File: config.mk
export PLATFORM = sky130hd
export DESIGN_NAME = shift_sequencer_flat
export DESIGN_NICKNAME = d
export VERILOG_FILES = /design/src/rtl/shift_sequencer_pkg.sv /design/src/rtl/shift_sequencer_if.sv /design/src/rtl/shift_sequencer_barrel.sv /design/src/rtl/shift_sequencer.sv /design/src/flat_wrapper.sv
export SDC_FILE = /design/constraint.sdc
export NUM_CORES = 1
export LEC_CHECK = 0
export BUFFER_PORTS_ARGS = -buffer_cell sky130_fd_sc_hd__buf_2
export CAP_MARGIN = 20
export CORE_AREA = 2 2 65 54
export DETAILED_ROUTE_END_ITERATION = 10
export DIE_AREA = 0 0 67 56
export GPL_TIMING_DRIVEN = 0
export PLACE_DENSITY = 0.8
export RECOVER_POWER = 50
export REMOVE_ABC_BUFFERS = 1
export SLEW_MARGIN = 15
export SYNTH_ARGS = -nofsm -noshare
export SYNTH_HDL_FRONTEND = slang
export SYNTH_SLANG_ARGS = --single-unit
File: constraint.sdc
create_clock -name clk -period 2 [get_ports clk]
set_clock_uncertainty 0.15 [all_clocks]
set_input_delay 0.1 -clock clk [delete_from_list [all_inputs] [get_ports clk]]
set_output_delay 0.1 -clock clk [all_outputs]
set_load 0.01 [all_outputs]
File: src/rtl/shift_sequencer_pkg.sv
// Shared definitions for the shift_sequencer slice: state encoding, data width
// and the per-cycle step limit imposed by the 3-bit BarrelShifter.
package shift_sequencer_pkg;

    localparam int DATA_W   = 8;
    localparam int STEP_W   = 3;
    localparam int STEP_MAX = 7;

    typedef enum logic [1:0] {
        ST_IDLE  = 2'd0,
        ST_SHIFT = 2'd1,
        ST_DONE  = 2'd2
    } state_t;

endpackage

File: src/rtl/shift_sequencer_if.sv
// Request/result handshake bundle for shift_sequencer; slave is the sequencer,
// master is the request source plus result consumer.
interface shift_sequencer_if #(
    parameter int AMT_W = 5
);
    import shift_sequencer_pkg::*;

    logic              in_valid;
    logic              in_ready;
    logic [DATA_W-1:0] in_data;
    logic [AMT_W-1:0]  in_shamt;
    logic              in_dir;
    logic              out_valid;
    logic              out_ready;
    logic [DATA_W-1:0] out_data;

    modport slave (
        input  in_valid, in_data, in_shamt, in_dir, out_ready,
        output in_ready, out_valid, out_data
    );

    modport master (
        output in_valid, in_data, in_shamt, in_dir, out_ready,
        input  in_ready, out_valid, out_data
    );

endinterface

File: src/rtl/shift_sequencer_barrel.sv
// Single-cycle 8-bit logical barrel shifter (zero fill), shift range 0..7.
module BarrelShifter (
    input  logic [7:0] in,
    input  logic [2:0] shamt,
    input  logic       dir,
    output logic [7:0] out
);

    // dir=1 shifts left, dir=0 shifts right
    always_comb begin
        if (dir) out = in << shamt;
        else     out = in >> shamt;
    end

endmodule

File: src/rtl/shift_sequencer.sv
// Multi-cycle wide-amount shifter built on the 3-bit BarrelShifter.
// Optional macro SHIFT_SEQ_ZERO_SKIP_EN: amounts >= 8 finish in one SHIFT cycle.
module shift_sequencer
    import shift_sequencer_pkg::*;
#(
    parameter int AMT_W = 5
) (
    input  logic                 clk,
    input  logic                 rst,
    shift_sequencer_if.slave     bus,
    output logic                 busy
);

    state_t            state_q, state_d;
    logic [DATA_W-1:0] work_q, work_d;
    logic [AMT_W-1:0]  rem_q, rem_d;
    logic              dir_q, dir_d;

    logic [STEP_W-1:0] step;
    logic [AMT_W-1:0]  rem_next;
    logic              rem_big;
    logic [DATA_W-1:0] shift_out;

    // Step never exceeds rem, so rem_next cannot wrap
    assign rem_big  = (rem_q > AMT_W'(STEP_MAX));
    assign step     = rem_big ? STEP_W'(STEP_MAX) : rem_q[STEP_W-1:0];
    assign rem_next = rem_q - AMT_W'(step);

    BarrelShifter u_shifter (
        .in    (work_q),
        .shamt (step),
        .dir   (dir_q),
        .out   (shift_out)
    );

    always_ff @(posedge clk) begin
        if (rst) begin
            state_q <= ST_IDLE;
            work_q  <= '0;
            rem_q   <= '0;
            dir_q   <= 1'b0;
        end else begin
            state_q <= state_d;
            work_q  <= work_d;
            rem_q   <= rem_d;
            dir_q   <= dir_d;
        end
    end

    always_comb begin
        state_d      = state_q;
        work_d       = work_q;
        rem_d        = rem_q;
        dir_d        = dir_q;
        bus.in_ready  = 1'b0;
        bus.out_valid = 1'b0;

        unique case (state_q)
            ST_IDLE: begin
                bus.in_ready = 1'b1;
                if (bus.in_valid) begin
                    work_d  = bus.in_data;
                    rem_d   = bus.in_shamt;
                    dir_d   = bus.in_dir;
                    state_d = ST_SHIFT;
                end
            end
            ST_SHIFT: begin
`ifdef SHIFT_SEQ_ZERO_SKIP_EN
                // Any amount of 8 or more clears the byte, so skip the iterations
                if (rem_big) begin
                    work_d  = '0;
                    rem_d   = '0;
                    state_d = ST_DONE;
                end else begin
                    work_d = shift_out;
                    rem_d  = rem_next;
                    if (rem_next == '0) state_d = ST_DONE;
                end
`else
                work_d = shift_out;
                rem_d  = rem_next;
                if (rem_next == '0) state_d = ST_DONE;
`endif
            end
            ST_DONE: begin
                bus.out_valid = 1'b1;
                if (bus.out_ready) state_d = ST_IDLE;
            end
            default: state_d = ST_IDLE;
        endcase
    end

    assign bus.out_data = work_q;
    assign busy         = (state_q != ST_IDLE);

endmodule

File: src/flat_wrapper.sv
// flat-port wrapper written by rule: the top's interface ports become plain ports
module shift_sequencer_flat import shift_sequencer_pkg::*;
#(
    parameter int AMT_W = 5
)
  (clk, rst, busy, bus_in_valid, bus_in_data, bus_in_shamt, bus_in_dir, bus_out_ready, bus_in_ready, bus_out_valid, bus_out_data);
  shift_sequencer_if #(.AMT_W(AMT_W)) bus_i ();
  input  logic clk;
  input  logic rst;
  output logic busy;
  input wire logic [$bits(bus_i.in_valid)-1:0] bus_in_valid;
  input wire logic [$bits(bus_i.in_data)-1:0] bus_in_data;
  input wire logic [$bits(bus_i.in_shamt)-1:0] bus_in_shamt;
  input wire logic [$bits(bus_i.in_dir)-1:0] bus_in_dir;
  input wire logic [$bits(bus_i.out_ready)-1:0] bus_out_ready;
  output wire logic [$bits(bus_i.in_ready)-1:0] bus_in_ready;
  output wire logic [$bits(bus_i.out_valid)-1:0] bus_out_valid;
  output wire logic [$bits(bus_i.out_data)-1:0] bus_out_data;
  assign bus_i.in_valid = bus_in_valid;
  assign bus_i.in_data = bus_in_data;
  assign bus_i.in_shamt = bus_in_shamt;
  assign bus_i.in_dir = bus_in_dir;
  assign bus_i.out_ready = bus_out_ready;
  assign bus_in_ready = bus_i.in_ready;
  assign bus_out_valid = bus_i.out_valid;
  assign bus_out_data = bus_i.out_data;
  shift_sequencer #(.AMT_W(AMT_W)) u_core (.clk(clk), .rst(rst), .bus(bus_i), .busy(busy));
endmodule
* Yosys cells after proc, flatten, opt, wreduce, memory -nomap -nowiden
Index checks and enable logic that the tools add are counted.
** Storage, ports and cells
- Input port bits :: 18
- Word-level logic and storage cells :: 32
- Bits in registers :: 16
- Output and inout bits :: 11
** Cells by class
- Shift operators :: 2
- Mux-type cells :: 12
- Add/subtract/negate cells :: 1
- Reductions and logical operators :: 7
- $lt $le $gt $ge :: 1
- Eq/ne operators :: 5
** Operator list (number)
- $mux 8 :: 2
- $pmux 8 s2 :: 1
- $pmux 5 s2 :: 1
- $shl 8x3->8 :: 1
- $shr 8x3->8 :: 1
- $mux 2 :: 3
- $pmux 2 s3 :: 1
- $gt 5x3->1 const B :: 1
- $logic_not 5->1 :: 1
- $mux 5 :: 1
- $sub 5x3->5 :: 1
- $ne 2x2->1 const B :: 2
- $reduce_and 2->1 :: 2
- $reduce_bool 2->1 :: 2
- $mux 3 :: 1
- $reduce_and 3->1 :: 1
- $eq 2x1->1 const B :: 1
- $eq 2x2->1 const B :: 1
- $logic_not 2->1 :: 1
- $mux 1 :: 2
- $ne 2x1->1 const B :: 1

* Longest topological paths before layout
- Word-level depth :: 6
- Depth in mapped cells :: 9

* By module
From an unflattened synthesis, not the netlist that was laid out.
** Unflattened totals
- Cells, all modules :: 186
- Area, all modules :: 1373.8 µm²
** By module, submodules not included
- shift_sequencer :: area an instance 873.3 µm², cells each 108, instances 1
- BarrelShifter :: area an instance 500.5 µm², cells each 78, instances 1

* Worst setup path after synthesis
No wires, ideal clock.
- Kind :: reg-to-reg
- From :: reg u_core.rem_q[4]
- To :: reg u_core.rem_q[2]
- Period minus slack after synthesis :: 2.057 ns
- Slack :: -0.057 ns
- Data arrival time :: 1.776 ns
- Cell stages (with the launch flop) :: 9
- Buffers on the path :: 2
- Cells stage by stage :: dfxtp_1 buf_2 buf_6 nor2_1 or2_2 ha_1 or3_1 a21oi_1 nor3_1
** On the way
- Word-level cells in the longest chain between the ends :: 4
** RTL lines
- from (decl) :: line shift_sequencer.sv:16 : logic [AMT_W-1:0] rem_q, rem_d;
- from (signal assigned) :: line shift_sequencer.sv:45 : rem_q <= rem_d;
- $gt 5x3->1 :: line shift_sequencer.sv:25 : assign rem_big = (rem_q > AMT_W'(STEP_MAX));
- $mux 3 :: line shift_sequencer.sv:26 : assign step = rem_big ? STEP_W'(STEP_MAX) : rem_q[STEP_W-1:0];
- $sub 5x3->5 :: line shift_sequencer.sv:27 : assign rem_next = rem_q - AMT_W'(step);
- $pmux 5 s2 :: line shift_sequencer.sv:58 : unique case (state_q)
Every way passes these cells.
A chain may end at the register's enable or synchronous reset.

* Final worst setup path
Ends and elaborated chain as after synthesis.

==> metrics.yaml <==
tritoncts: "yes"
outcome: "complete, no violations"
synth_seq_area_share_pct: 21.4
routed_wl_mm: 4.46
pre_cts_ws_ns: -0.581
reg2reg_to: "u_core.rem_q[2]$_SDFFE_PP0P_"
die-width_um: 67
async_flop_share_pct: 0
worst_r2r_path_depth: 6
setup_viol: 0
wl_per_cell_um: 17.2
htreeDepth: 1
hp-start: "bus_in_shamt[4]"
clockRootBuffer: "clkbuf_8"
die_y_um: 56
grt_use_total_pct: 24.5
power.leakage_nw: 0.616
diodes: 0
syn_avg_cell_area_um2: 7.50
worstMarginPinSlew_ns: 0.606
synth_cell_type_count: 50
io_pins: 29
worstPathCellList: "nor2_4 -> or2_2 -> ha_4 -> or3_1 -> a21oi_1 -> nor3_1"
swShare_pct: 43.5
num_vias: 1694
synthesis.area_mm2: 0.00150
layout_common_cells: "nor2_1, buf_2, nand2_1"
ir_worst_vdd_uv: 573
syn_inst: 200
p_comb_share_pct: 45.1
yosys_warnings: 0
worstPathMaxFanout: 19
yosys_register_bits: 16
rows: 18
endpoint_kind: "flop"
core-area_mm2: 0.00306
drc: 0
portBuffers: 28
areaGrowthSynthToFinish_pct: 16.5
min_path_type: "input pin to flop"
rsz0062_at_grt: "true"
gr-total-overflow: 0
drv_slew: 0
cts_made_buffers: 3
grt_first_pass_wirelength_mm: 7.21
first_iter_violations: 153
min_to: "u_core.rem_q[4]$_SDFFE_PP0P_"
cp_data_arrival_time_ns: 1.96
p_sw_mw: 0.669
period_needed_ns: 1.98
rrSetupSlack_ns: 0.02
dpl_cell_area_mm2: 0.00157
clk_pin_slew_ns: 0.07
startpoint_type: "flop"
r2r_start: "u_core.rem_q[4]$_SDFFE_PP0P_"
crit_required_ns: 1.98
clock_latency_ns: 0.26
hold_viol_final: 0
drtPass1Iterations: 4
hpwl_mm: 3.05
hold-path-cell-count: 3
min_period_over_period_pct: 98.9
cp_slowest_stage_delay_ns: 0.53
final_nets: 239
design_area_mm2: 0.00175
grt_pass1_vias: 1416
max_freq_mhz: 506
slowest_stage: "dfxtp_4"
cts_sinks: 16
clockBufferDepth: 2
p_int_mw: 0.870
initial_utilization_pct: 49.0
synth-edff-count: 0
synth-main-ff-cell: "dfxtp_1"
gp_congestion: 0.981
max_cap_viol_count: 0
vias_per_cell: 6.54
die_area_mm2: 0.00375
power_frac_clock_pct: 18.9
drive_gt1_share_pct: 25.1
ant_nets: 0
antenna_found_initial: 0
grt_max_degree: 28
seq_power_share_pct: 36.0
max-slew-margin-rel_pct: 58.6
setup_ws_ns: 0.0226
path_class: "flop to flop"
power-per-cell-area_mw_per_mm2: 880
[kinds of logic (layout without fill, tap and decap cells)]
group | Yosys count | count (layout) | share of synthesized area (%)
flip-flops | 16 | 16 | 21.4
adder cells (fa/ha/maj) | 1 | 1 | 0.834
buffers and inverters | 26 | 45 | 9.92
AO/OA/AOI/OAI | 68 | 68 | 31.4
multiplexers | 8 | 8 | 6.59
AND/OR/NAND/NOR | 81 | 81 | 29.9
[repair_timing]
action / in CTS / in global routing
hold endpoints to repair: 4 / 0
gates resized for setup: 12 / 12
pin swaps: 0 / 2
endpoints found under the setup margin: 14 / 8
hold buffers: 4 / 0
setup buffers: 0 / 2
[sequential cells by signal, indices dropped and copies added, names as in the netlist]
name	flops
u_core.state_q	2
u_core.dir_q	1
u_core.bus.out_data	8
u_core.rem_q	5
[area by class of cell]
| type | instances | area (um2) |
|---|---|---|
| Clock buffer | 4 | 55.1 |
| Fill cell | 315 | 1320 |
| Inverter | 7 | 26.3 |
| Multi-Input combinational cell | 158 | 1100 |
| Sequential cell | 16 | 338 |
| Tap cell | 40 | 50.0 |
| Timing Repair Buffer | 34 | 183 |
[cells in the mapped netlist (all sizes together) (2+ instances only)]
library cell	n	area (um2)
a2111oi	2	23.8
a211oi	7	57.6
a21oi	13	65.1
a22oi	2	15.0
a2bb2oi	2	17.5
a311oi	2	17.5
a31oi	3	18.8
a32oi	3	26.3
buf	13	100
clkbuf	6	22.5
dfxtp	16	320
inv	7	26.3
mux2	5	56.3
mux2i	2	20.0
nand2	17	63.8
nand2b	3	18.8
nand3	4	20.0
nand3b	2	15.0
nor2	20	75.1
nor2b	4	25.0
nor3	14	81.3
nor4	4	55.1
o211ai	3	22.5
o21ai	13	65.1
o221ai	2	17.5
o22ai	7	43.8
o41ai	3	26.3
or2	2	12.5
or3	7	48.8
[layer usage]
metal	vias up	routed length, um	global-route usage, %	part of all wire [%]
met5	-	0	0	0
met4	0	44	4.66	0.99
met3	11	512	6.28	11
met2	100	1960	34.5	44
met1	781	1940	37.1	43
li1	802	-	-	-
[power groups by stage]
stage | clock network [mW] | registers (mW) | logic [mW]
floorplan | 0 | 0.504 | 0.466
global placement | 0 | 0.540 | 0.635
detailed placement | 0 | 0.540 | 0.634
CTS | 0.297 | 0.539 | 0.647
global route | 0.316 | 0.565 | 0.772
finish | 0.291 | 0.554 | 0.694
[per-stage QoR]
stage / hold WS, ns / std cells / power [mW] / setup TNS, ns / utilization (%)
after floorplan: 0.0191 / 181 / 0.970 / -0.461 / -
after global placement: 0.206 / 249 / 1.18 / -4.13 / 51.2
after detailed placement: 0.210 / 249 / 1.17 / -4.25 / 51.2
after CTS: 0.0130 / 257 / 1.48 / 0 / 55.2
after global routing: 0.0639 / 259 / 1.65 / -0.143 / 57.1
final: 0.0318 / 259 / 1.54 / 0 / 57.1
[critical path, delay by kind of cell (launching register included)]
family                     cells  cell delay, ns
DFF                            1            0.53
and+or+nand+nor                4            0.83
AOI/OAI and AO/OA              1            0.16
adders and majority gates      1            0.18
[how the worst max path moves through the flow]
stage	from	endpoint	slack (ns)	depth (start not counted)
final	u_core.rem_q[4]$_SDFFE_PP0P_	u_core.rem_q[2]$_SDFFE_PP0P_	0.02	6
after global routing	u_core.rem_q[0]$_SDFFE_PP0P_	u_core.rem_q[2]$_SDFFE_PP0P_	-0.08	6
after CTS	u_core.rem_q[3]$_SDFFE_PP0P_	u_core.rem_q[2]$_SDFFE_PP0P_	0.03	6
after detailed placement	u_core.rem_q[3]$_SDFFE_PP0P_	u_core.rem_q[2]$_SDFFE_PP0P_	-0.58	6
after global placement	u_core.rem_q[3]$_SDFFE_PP0P_	u_core.rem_q[2]$_SDFFE_PP0P_	-0.59	6
after floorplan	u_core.rem_q[3]$_SDFFE_PP0P_	u_core.rem_q[2]$_SDFFE_PP0P_	-0.28	6
Power figures use the tool's default switching activity.
